File: src/rtl/itrx_aib_phy_redn_pkg.sv
// Shared definitions for the AIB PHY redundancy controller.
// Holds the controller FSM state encoding and a constant-evaluable ceil(log2) helper used to
// size index and counter fields.
package itrx_aib_phy_redn_pkg;

  typedef enum logic [0:0] {
    StRun  = 1'b0,
    StHold = 1'b1
  } redn_st_e;

  // Smallest n such that 2**n >= val; returns 0 for val <= 1.
  function automatic int unsigned clog2(input int unsigned val);
    int unsigned res;
    res = 0;
    for (int unsigned i = 0; i < 32; i++) begin
      if ((64'd1 << i) < 64'(val)) begin
        res = i + 1;
      end
    end
    return res;
  endfunction

endpackage

File: src/rtl/itrx_aib_phy_redn_sel.sv
// Per-IO source select for the redundancy shifter.
// One instance drives AIB IO K from the functional data of channel K, of channel K-1, or from
// the BSR (jtag) bit, depending on whether repair is engaged and where K sits relative to the
// failed IO.
//   redn_en_i   : repair engaged in the active map
//   fail_idx_i  : failed IO index of the active map
//   jtag_i      : BSR data for this IO
//   nrml_cur_i  : functional data of channel K (unused for the spare IO)
//   nrml_prv_i  : functional data of channel K-1 (unused for IO 0)
//   io_o        : selected data for this IO
module itrx_aib_phy_redn_sel #(
  parameter int unsigned K    = 0,
  parameter int unsigned NCH  = 4,
  parameter int unsigned DWID = 1,
  parameter int unsigned IDXW = 2
) (
  input  logic            redn_en_i,
  input  logic [IDXW-1:0] fail_idx_i,
  input  logic [DWID-1:0] jtag_i,
  input  logic [DWID-1:0] nrml_cur_i,
  input  logic [DWID-1:0] nrml_prv_i,
  output logic [DWID-1:0] io_o
);

  logic [31:0] fidx;
  assign fidx = 32'(fail_idx_i);

  always_comb begin
    io_o = jtag_i;
    if (!redn_en_i) begin
      // Without repair the spare IO carries its BSR bit.
      io_o = (K < NCH) ? nrml_cur_i : jtag_i;
    end else if (K < fidx) begin
      io_o = nrml_cur_i;
    end else if (K == fidx) begin
      io_o = jtag_i;
    end else begin
      // Channels above the failed IO shift up by one, the last one landing on the spare.
      io_o = nrml_prv_i;
    end
  end

endmodule

File: src/rtl/itrx_aib_phy_redn_nch_ctrl.sv
// AIB PHY N-channel redundancy controller.
// Accepts repair configurations, freezes the IO outputs for HOLD_CYC cycles while a new map is
// swapped in, and registers the per-IO selected data onto the AIB IOs. jtag_mode overrides both
// the map and the freeze.
//   clk, rst_n              : clock, asynchronous active-low reset
//   jtag_mode               : drive every IO from jtag_di
//   nrml_di                 : functional data, channel i at [i*DWID +: DWID]
//   jtag_di                 : BSR data per IO, spare included
//   cfg_valid/cfg_ready     : repair config handshake
//   cfg_fail_en/cfg_fail_idx: engage/release repair and failed IO index
//   cfg_err                 : one-cycle pulse on a rejected config
//   redn_active/active_idx  : active map
//   mux_do                  : registered data to the AIB IOs
module itrx_aib_phy_redn_nch_ctrl
  import itrx_aib_phy_redn_pkg::*;
#(
  parameter  int unsigned NCH      = 4,
  parameter  int unsigned DWID     = 1,
  parameter  int unsigned HOLD_CYC = 4,
  localparam int unsigned IDXW     = clog2(NCH)
) (
  input  logic                  clk,
  input  logic                  rst_n,
  input  logic                  jtag_mode,
  input  logic [NCH*DWID-1:0]   nrml_di,
  input  logic [(NCH+1)*DWID-1:0] jtag_di,
  input  logic                  cfg_valid,
  input  logic                  cfg_fail_en,
  input  logic [IDXW-1:0]       cfg_fail_idx,
  output logic                  cfg_ready,
  output logic                  cfg_err,
  output logic                  redn_active,
  output logic [IDXW-1:0]       active_idx,
  output logic [(NCH+1)*DWID-1:0] mux_do
);

  localparam int unsigned CNTW = (clog2(HOLD_CYC) > 0) ? clog2(HOLD_CYC) : 1;
  localparam int unsigned IOW  = (NCH + 1) * DWID;

  redn_st_e        state_q, state_d;
  logic [CNTW-1:0] cnt_q, cnt_d;
  logic            pend_en_q, pend_en_d;
  logic [IDXW-1:0] pend_idx_q, pend_idx_d;
  logic            act_en_q, act_en_d;
  logic [IDXW-1:0] act_idx_q, act_idx_d;
  logic            err_q, err_d;
  logic [IOW-1:0]  mux_q, mux_d;
  logic [IOW-1:0]  sel_do;
  logic            accept;
  logic            idx_bad;

  for (genvar k = 0; k <= NCH; k++) begin : g_io
    logic [DWID-1:0] nrml_cur;
    logic [DWID-1:0] nrml_prv;

    if (k < NCH) begin : g_cur
      assign nrml_cur = nrml_di[k*DWID +: DWID];
    end else begin : g_cur_spare
      assign nrml_cur = '0;
    end

    if (k > 0) begin : g_prv
      assign nrml_prv = nrml_di[(k-1)*DWID +: DWID];
    end else begin : g_prv_first
      assign nrml_prv = '0;
    end

    itrx_aib_phy_redn_sel #(
      .K    (k),
      .NCH  (NCH),
      .DWID (DWID),
      .IDXW (IDXW)
    ) u_sel (
      .redn_en_i  (act_en_q),
      .fail_idx_i (act_idx_q),
      .jtag_i     (jtag_di[k*DWID +: DWID]),
      .nrml_cur_i (nrml_cur),
      .nrml_prv_i (nrml_prv),
      .io_o       (sel_do[k*DWID +: DWID])
    );
  end

  assign accept  = cfg_valid && (state_q == StRun);
  // Only an engage request can name a nonexistent IO; a release ignores the index.
  assign idx_bad = cfg_fail_en && (32'(cfg_fail_idx) >= NCH);

  always_comb begin
    state_d    = state_q;
    cnt_d      = cnt_q;
    pend_en_d  = pend_en_q;
    pend_idx_d = pend_idx_q;
    act_en_d   = act_en_q;
    act_idx_d  = act_idx_q;
    err_d      = 1'b0;

    unique case (state_q)
      StRun: begin
        if (accept) begin
          if (idx_bad) begin
            err_d = 1'b1;
          end else begin
            pend_en_d  = cfg_fail_en;
            pend_idx_d = cfg_fail_idx;
            cnt_d      = CNTW'(HOLD_CYC - 1);
            state_d    = StHold;
          end
        end
      end
      StHold: begin
        if (cnt_q == '0) begin
          act_en_d  = pend_en_q;
          act_idx_d = pend_idx_q;
          state_d   = StRun;
        end else begin
          cnt_d = cnt_q - 1'b1;
        end
      end
    endcase
  end

  always_comb begin
    if (jtag_mode) begin
      mux_d = jtag_di;
    end else if (state_q == StHold) begin
      mux_d = mux_q;
    end else begin
      mux_d = sel_do;
    end
  end

  always_ff @(posedge clk or negedge rst_n) begin
    if (!rst_n) begin
      state_q    <= StRun;
      cnt_q      <= '0;
      pend_en_q  <= 1'b0;
      pend_idx_q <= '0;
      act_en_q   <= 1'b0;
      act_idx_q  <= '0;
      err_q      <= 1'b0;
      mux_q      <= '0;
    end else begin
      state_q    <= state_d;
      cnt_q      <= cnt_d;
      pend_en_q  <= pend_en_d;
      pend_idx_q <= pend_idx_d;
      act_en_q   <= act_en_d;
      act_idx_q  <= act_idx_d;
      err_q      <= err_d;
      mux_q      <= mux_d;
    end
  end

  assign cfg_ready   = (state_q == StRun);
  assign cfg_err     = err_q;
  assign redn_active = act_en_q;
  assign active_idx  = act_idx_q;
  assign mux_do      = mux_q;

endmodule

File: config.mk
export PLATFORM = sky130hd
export DESIGN_NAME = itrx_aib_phy_redn_nch_ctrl
export DESIGN_NICKNAME = d
export VERILOG_FILES = /design/src/rtl/itrx_aib_phy_redn_pkg.sv /design/src/rtl/itrx_aib_phy_redn_sel.sv /design/src/rtl/itrx_aib_phy_redn_nch_ctrl.sv
export SDC_FILE = /design/constraint.sdc
export NUM_CORES = 1
export LEC_CHECK = 0
export CAP_MARGIN = 20
export CELL_PAD_IN_SITES_DETAIL_PLACEMENT = 1
export CELL_PAD_IN_SITES_GLOBAL_PLACEMENT = 2
export CORE_MARGIN = 2
export CORE_UTILIZATION = 29
export CTS_BUF_LIST = sky130_fd_sc_hd__clkbuf_2 sky130_fd_sc_hd__clkbuf_4 sky130_fd_sc_hd__clkbuf_8
export CTS_CLUSTER_DIAMETER = 60
export DETAILED_ROUTE_END_ITERATION = 12
export GPL_TIMING_DRIVEN = 0
export PLACE_DENSITY = 0.86
export SLEW_MARGIN = 20
export SYNTH_ARGS = -nofsm -noshare
export SYNTH_HDL_FRONTEND = slang
export SYNTH_SLANG_ARGS = --single-unit
File: constraint.sdc
create_clock -name clk -period 4.27 [get_ports clk]
set_clock_uncertainty 0.1 [all_clocks]
set_input_delay 0.427 -clock clk [delete_from_list [all_inputs] [get_ports clk]]
set_output_delay 0.427 -clock clk [all_outputs]
set_load 0.01 [all_outputs]
# Word-level counts from Yosys, hierarchy flattened
# Index checks and enable logic that the tools add are counted.
# totals
register_bits	14
inputBits	16
out_inout_bits	10
# classes
n_addsub	1
order_cmp	5
eq_ne	6
mux	22
n_bitwise	1
n_reduce_logical	6
# ops
op	count
$logic_not 32->1	1
$mux 1	16
$mux 5	2
$reduce_and 2->1	3
$eq 2x2->1 const A	2
$lt 1x2->1 const A	2
$lt 2x2->1 const A	2
$mux 2	2
$ne 2x2->1 const B	2
$pmux 2 s2	1
$lt 3x2->1 const A	1
$eq 1x2->1 const A	1
$logic_not 2->1	1
$ne 2x1->1 const B	1
$pmux 1 s2	1
$sub 2x1->2 const B	1
$logic_and 1x1->1	1
$not 1->1	1

# Depth between registers and ports, before layout
# depth
word_depth	6
depth_mapped	5
mapped_depth_nobuf	5

# Hierarchy
# Synthesis repeated with hierarchy kept, for this count alone.
# unflattened
hier_cells	66
area_unflattened_um2	782.0
# by_module_without_submodules
module	instances	cells_per_inst	area_each_um2
itrx_aib_phy_redn_nch_ctrl	1	51	644.4
itrx_aib_phy_redn_sel (g_io[1].u_sel)	1	3	36.3
itrx_aib_phy_redn_sel (g_io[2].u_sel)	1	5	33.8
itrx_aib_phy_redn_sel (g_io[0].u_sel)	1	2	27.5
itrx_aib_phy_redn_sel (g_io[3].u_sel)	1	4	25.0
itrx_aib_phy_redn_sel (g_io[4].u_sel)	1	1	15.0

# Least setup slack after synthesis
# No wires, ideal clock.
# synth_timing
path_kind	flip-flop to flip-flop
start	register act_idx_q[1] (netlist: active_idx[1])
end	register mux_q[1] (netlist: mux_do[1])
t_arrival_ns	1.164
setup_slack_ns	2.872
path_stages_with_launch	4
period_less_slack_ns	1.398
path_cell_list	dfrtp_1 -> or4b_1 -> o2111ai_1 -> o211ai_1
# synth_via
elab_chain_cells	6
word_cells_on_any_way	7
cone_classes	1 x order compare; 1 x eq/ne; 5 x mux
# synth_rtl
item	line	text
start: declaration	itrx_aib_phy_redn_nch_ctrl.sv:45	logic [IDXW-1:0] act_idx_q, act_idx_d;
start signal: assignment	itrx_aib_phy_redn_nch_ctrl.sv:147	act_idx_q <= act_idx_d;
$eq 1x2->1	itrx_aib_phy_redn_sel.sv:35	end else if (K == fidx) begin
$mux 1	itrx_aib_phy_redn_sel.sv:35	
$mux 1 (*)	itrx_aib_phy_redn_sel.sv:33	end else if (K < fidx) begin
$mux 1 (*)	itrx_aib_phy_redn_sel.sv:30	if (!redn_en_i) begin
$mux 5 (*)	itrx_aib_phy_redn_nch_ctrl.sv:124	end else if (state_q == StHold) begin
$mux 5 (*)	itrx_aib_phy_redn_nch_ctrl.sv:122	if (jtag_mode) begin
end signal: assignment	itrx_aib_phy_redn_nch_ctrl.sv:149	mux_q <= mux_d;
end: declaration	itrx_aib_phy_redn_nch_ctrl.sv:47	logic [IOW-1:0] mux_q, mux_d;
# Every way passes the cells marked *; elsewhere a longest branch is shown, timed or not. The select of a mux whose other input is x is not followed.
# A chain may end at the register's enable or synchronous reset.

# Worst setup path in the final report
# layout_timing
start	register state_q
end	output port cfg_ready
# layout_via
elab_chain_cells	1
# layout_rtl
item	line	text
start: declaration	itrx_aib_phy_redn_nch_ctrl.sv:40	redn_st_e state_q, state_d;
start signal: assignment	itrx_aib_phy_redn_nch_ctrl.sv:133	state_q <= StRun;
start signal: assignment	itrx_aib_phy_redn_nch_ctrl.sv:142	state_q <= state_d;
$not 1->1 (no line)	n/a	
end: declaration	itrx_aib_phy_redn_nch_ctrl.sv:30	output logic cfg_ready,
# No other way between the ends.

==> out/qor.yml <==
clock_tree:
  cts_hold_buf: 0
  cts_buffers: 3
  cts_resized: 0
  cts_sinks: 14
  cts_max_path_buffers: 2
  clockRootBuffer: "clkbuf_4"
  cts_tree: "yes"
  htreeDepth: 1
  path_clk_slew_ns: 0.09
  post_cts_buffers: 0
  insertion_delay_ns: 0.27
critical_path:
  crit_arrival_ns: 1.64
  crit_start: "state_q"
  worstSetupPathType: "flop to output pin"
  end_kind: "output pin"
  critical_path_required_ns: 3.74
  r2r-start: "active_idx[1]"
  startpoint_type: "flop"
  cp_max_fo: 10
route:
  ant_nets: 0
  num_vias: 649
  drt_pre_antenna_iters: 4
  wire_per_inst_um: 14.1
  routed_wl_um: 1840
  viasPerCell: 4.99
  drc_errors: 0
  dr.first_iter.drc_count: 6
floorplanning:
  die_y_um: 54.4
  coreArea_sq_um: 2430
  start_util_pct: 30.2
  design.die.area_sq_um: 2960
  die_x_um: 54.4
  row_count: 18
  io-pin-count: 26
placement:
  io_buffers: 24
  hpwl_um: 1430
  place_inst: 126
  pre_cts_ws_ns: 2.39
  routabilityCongestion: 0.763
grt:
  gr-max-usage-layer: "met2"
  antenna_found_initial: 0
  track_usage_pct: 13.8
  overflow: 0
  use_met3_pct: 3.55
  grt_max_degree: 15
  use_met2_pct: 25.5
  met1_usage_pct: 15.6
  grt_pass1_vias: 678
  grt_pass1_wl_um: 2880
sta:
  rsz0062_at_grt: "no"
  slew_violations: 0
  slew_headroom_pct: 55.9
  timing.setup.tns_ns: 0
  finalWorstSetupSlack_ns: 2.10
  setup_violations: 0
  fin_crit_sh_pct: 50.7
  worstMarginPinSlew_ns: 0.659
  clock.fmax_mhz: 462
  period_minus_slack_ns: 2.17
  hold_viol: 0
finish:
  final_common_cell: "clkdlybuf4s50_1"
  final_cells: 130
  final_core_utilization_pct: 43.2
  diodes: 0
  drive_gt1_share_pct: 15.0
  fin_nets: 118
  area_growth_pct: 42.7
  final_cell_mix: "24 x clkdlybuf4s50_1, 14 x dfrtp_1, 9 x o21ai_0"
logic_synthesis:
  synth_edf_count: 0
  synth_ff_type: "dfrtp_1"
  yosys_warnings: 0
  synth_area_sq_um: 736
  postSynthAreaPerCell_sq_um: 10.2
  synthArstFlopShare_pct: 100
  synth_cells: 72
  ys_seq_area_share_pct: 47.6
  synth_seq_cells: 14
  synth_cell_types: 28
  syn-num-nets: 89
pwr:
  power_density_nw_per_um2: 617
  vdd_drop_max_uv: 336
  p_leak_nw: 0.447
job:
  max-cap-violations: 0
hold_path:
  hold_path.class: "flop to flop"
  hp-start: "cnt_q[0]"
status:
  status: "completed"
cells by family after synthesis:
logic type               count (synthesis)  synth area share (%)
other                                    1                 0.510
flip-flops                              14                  47.6
adder cells (fa/ha/maj)                  1                  1.70
multiplexers                             6                  9.18
AND/OR/NAND/NOR                         18                  16.0
buffers and inverters                   10                  5.95
AO/OA/AOI/OAI                           22                  19.0
flip-flops by register name, indices dropped and copies added (netlist names):
| name | cells |
|---|---|
| state_q | 1 |
| mux_do | 5 |
| pend_en_q | 1 |
| redn_active | 1 |
| cnt_q | 2 |
| active_idx | 2 |
| pend_idx_q | 2 |
through the flow:
stage	total power [mW]	instance area, sq um	hold slack (ns)
5_1_grt	0.703	1050	0.418
3_3_place_gp	0.547	1010	0.373
3_5_place_dp	0.560	1010	0.388
2_1_floorplan	0.418	736	0.0314
6_report	0.648	1050	0.405
4_1_cts	0.657	1050	0.402
worst paths after layout:
check	end	slack, ns	depth (start not counted)
worst min-delay path	cnt_q[0]	0.40	1
worst min register to register	cnt_q[0]	0.40	1
worst max register to register	mux_do[1]	2.79	3
min in group asynchronous	mux_do[4]	0.45	1
worst max-delay path	cfg_ready	2.10	3
max in group asynchronous	active_idx[1]	3.20	1
area by class of cell:
class / count / area, sq um
well taps: 30 / 37.5
flip-flops and latches: 14 / 350
fillers: 291 / 1380
multi-input cells: 48 / 342
repair buffers: 24 / 240
clock buffers: 4 / 36.3
inverters: 7 / 26.3
plain buffers: 3 / 17.5
routing by layer:
metal  share of wire (%)  routed length, um
met2                  51                937
met3                 6.3                115
met5                   0                  0
met1                  43                783
met4                   0                  0
worst max-delay path, cell delays in order, from the launching register on:
cell and delay [ns]:
dfrtp_1 0.42, buf_2 0.20, inv_1 0.18, clkdlybuf4s50_1 0.57
Yosys cell counts, drive strengths merged, types with 2 or more instances:
cell type,count,share of area (%)
and2b,2,2.0
o21ai,9,6.1
a31oi,4,3.4
a211oi,2,2.0
inv,7,3.6
mux2,6,9.2
nand2,3,1.5
and2,3,2.6
nor2,2,1.0
nand2b,2,1.7
dfrtp,14,48
buf,3,2.4
power breakdown:
part / total (mW) / switching [mW] / internal, mW
sequential: 0.244 / 0.0513 / 0.193
clock: 0.0966 / 0.0448 / 0.0518
combinational: 0.307 / 0.137 / 0.171
Note: power is estimated with default switching activity, not from simulation.
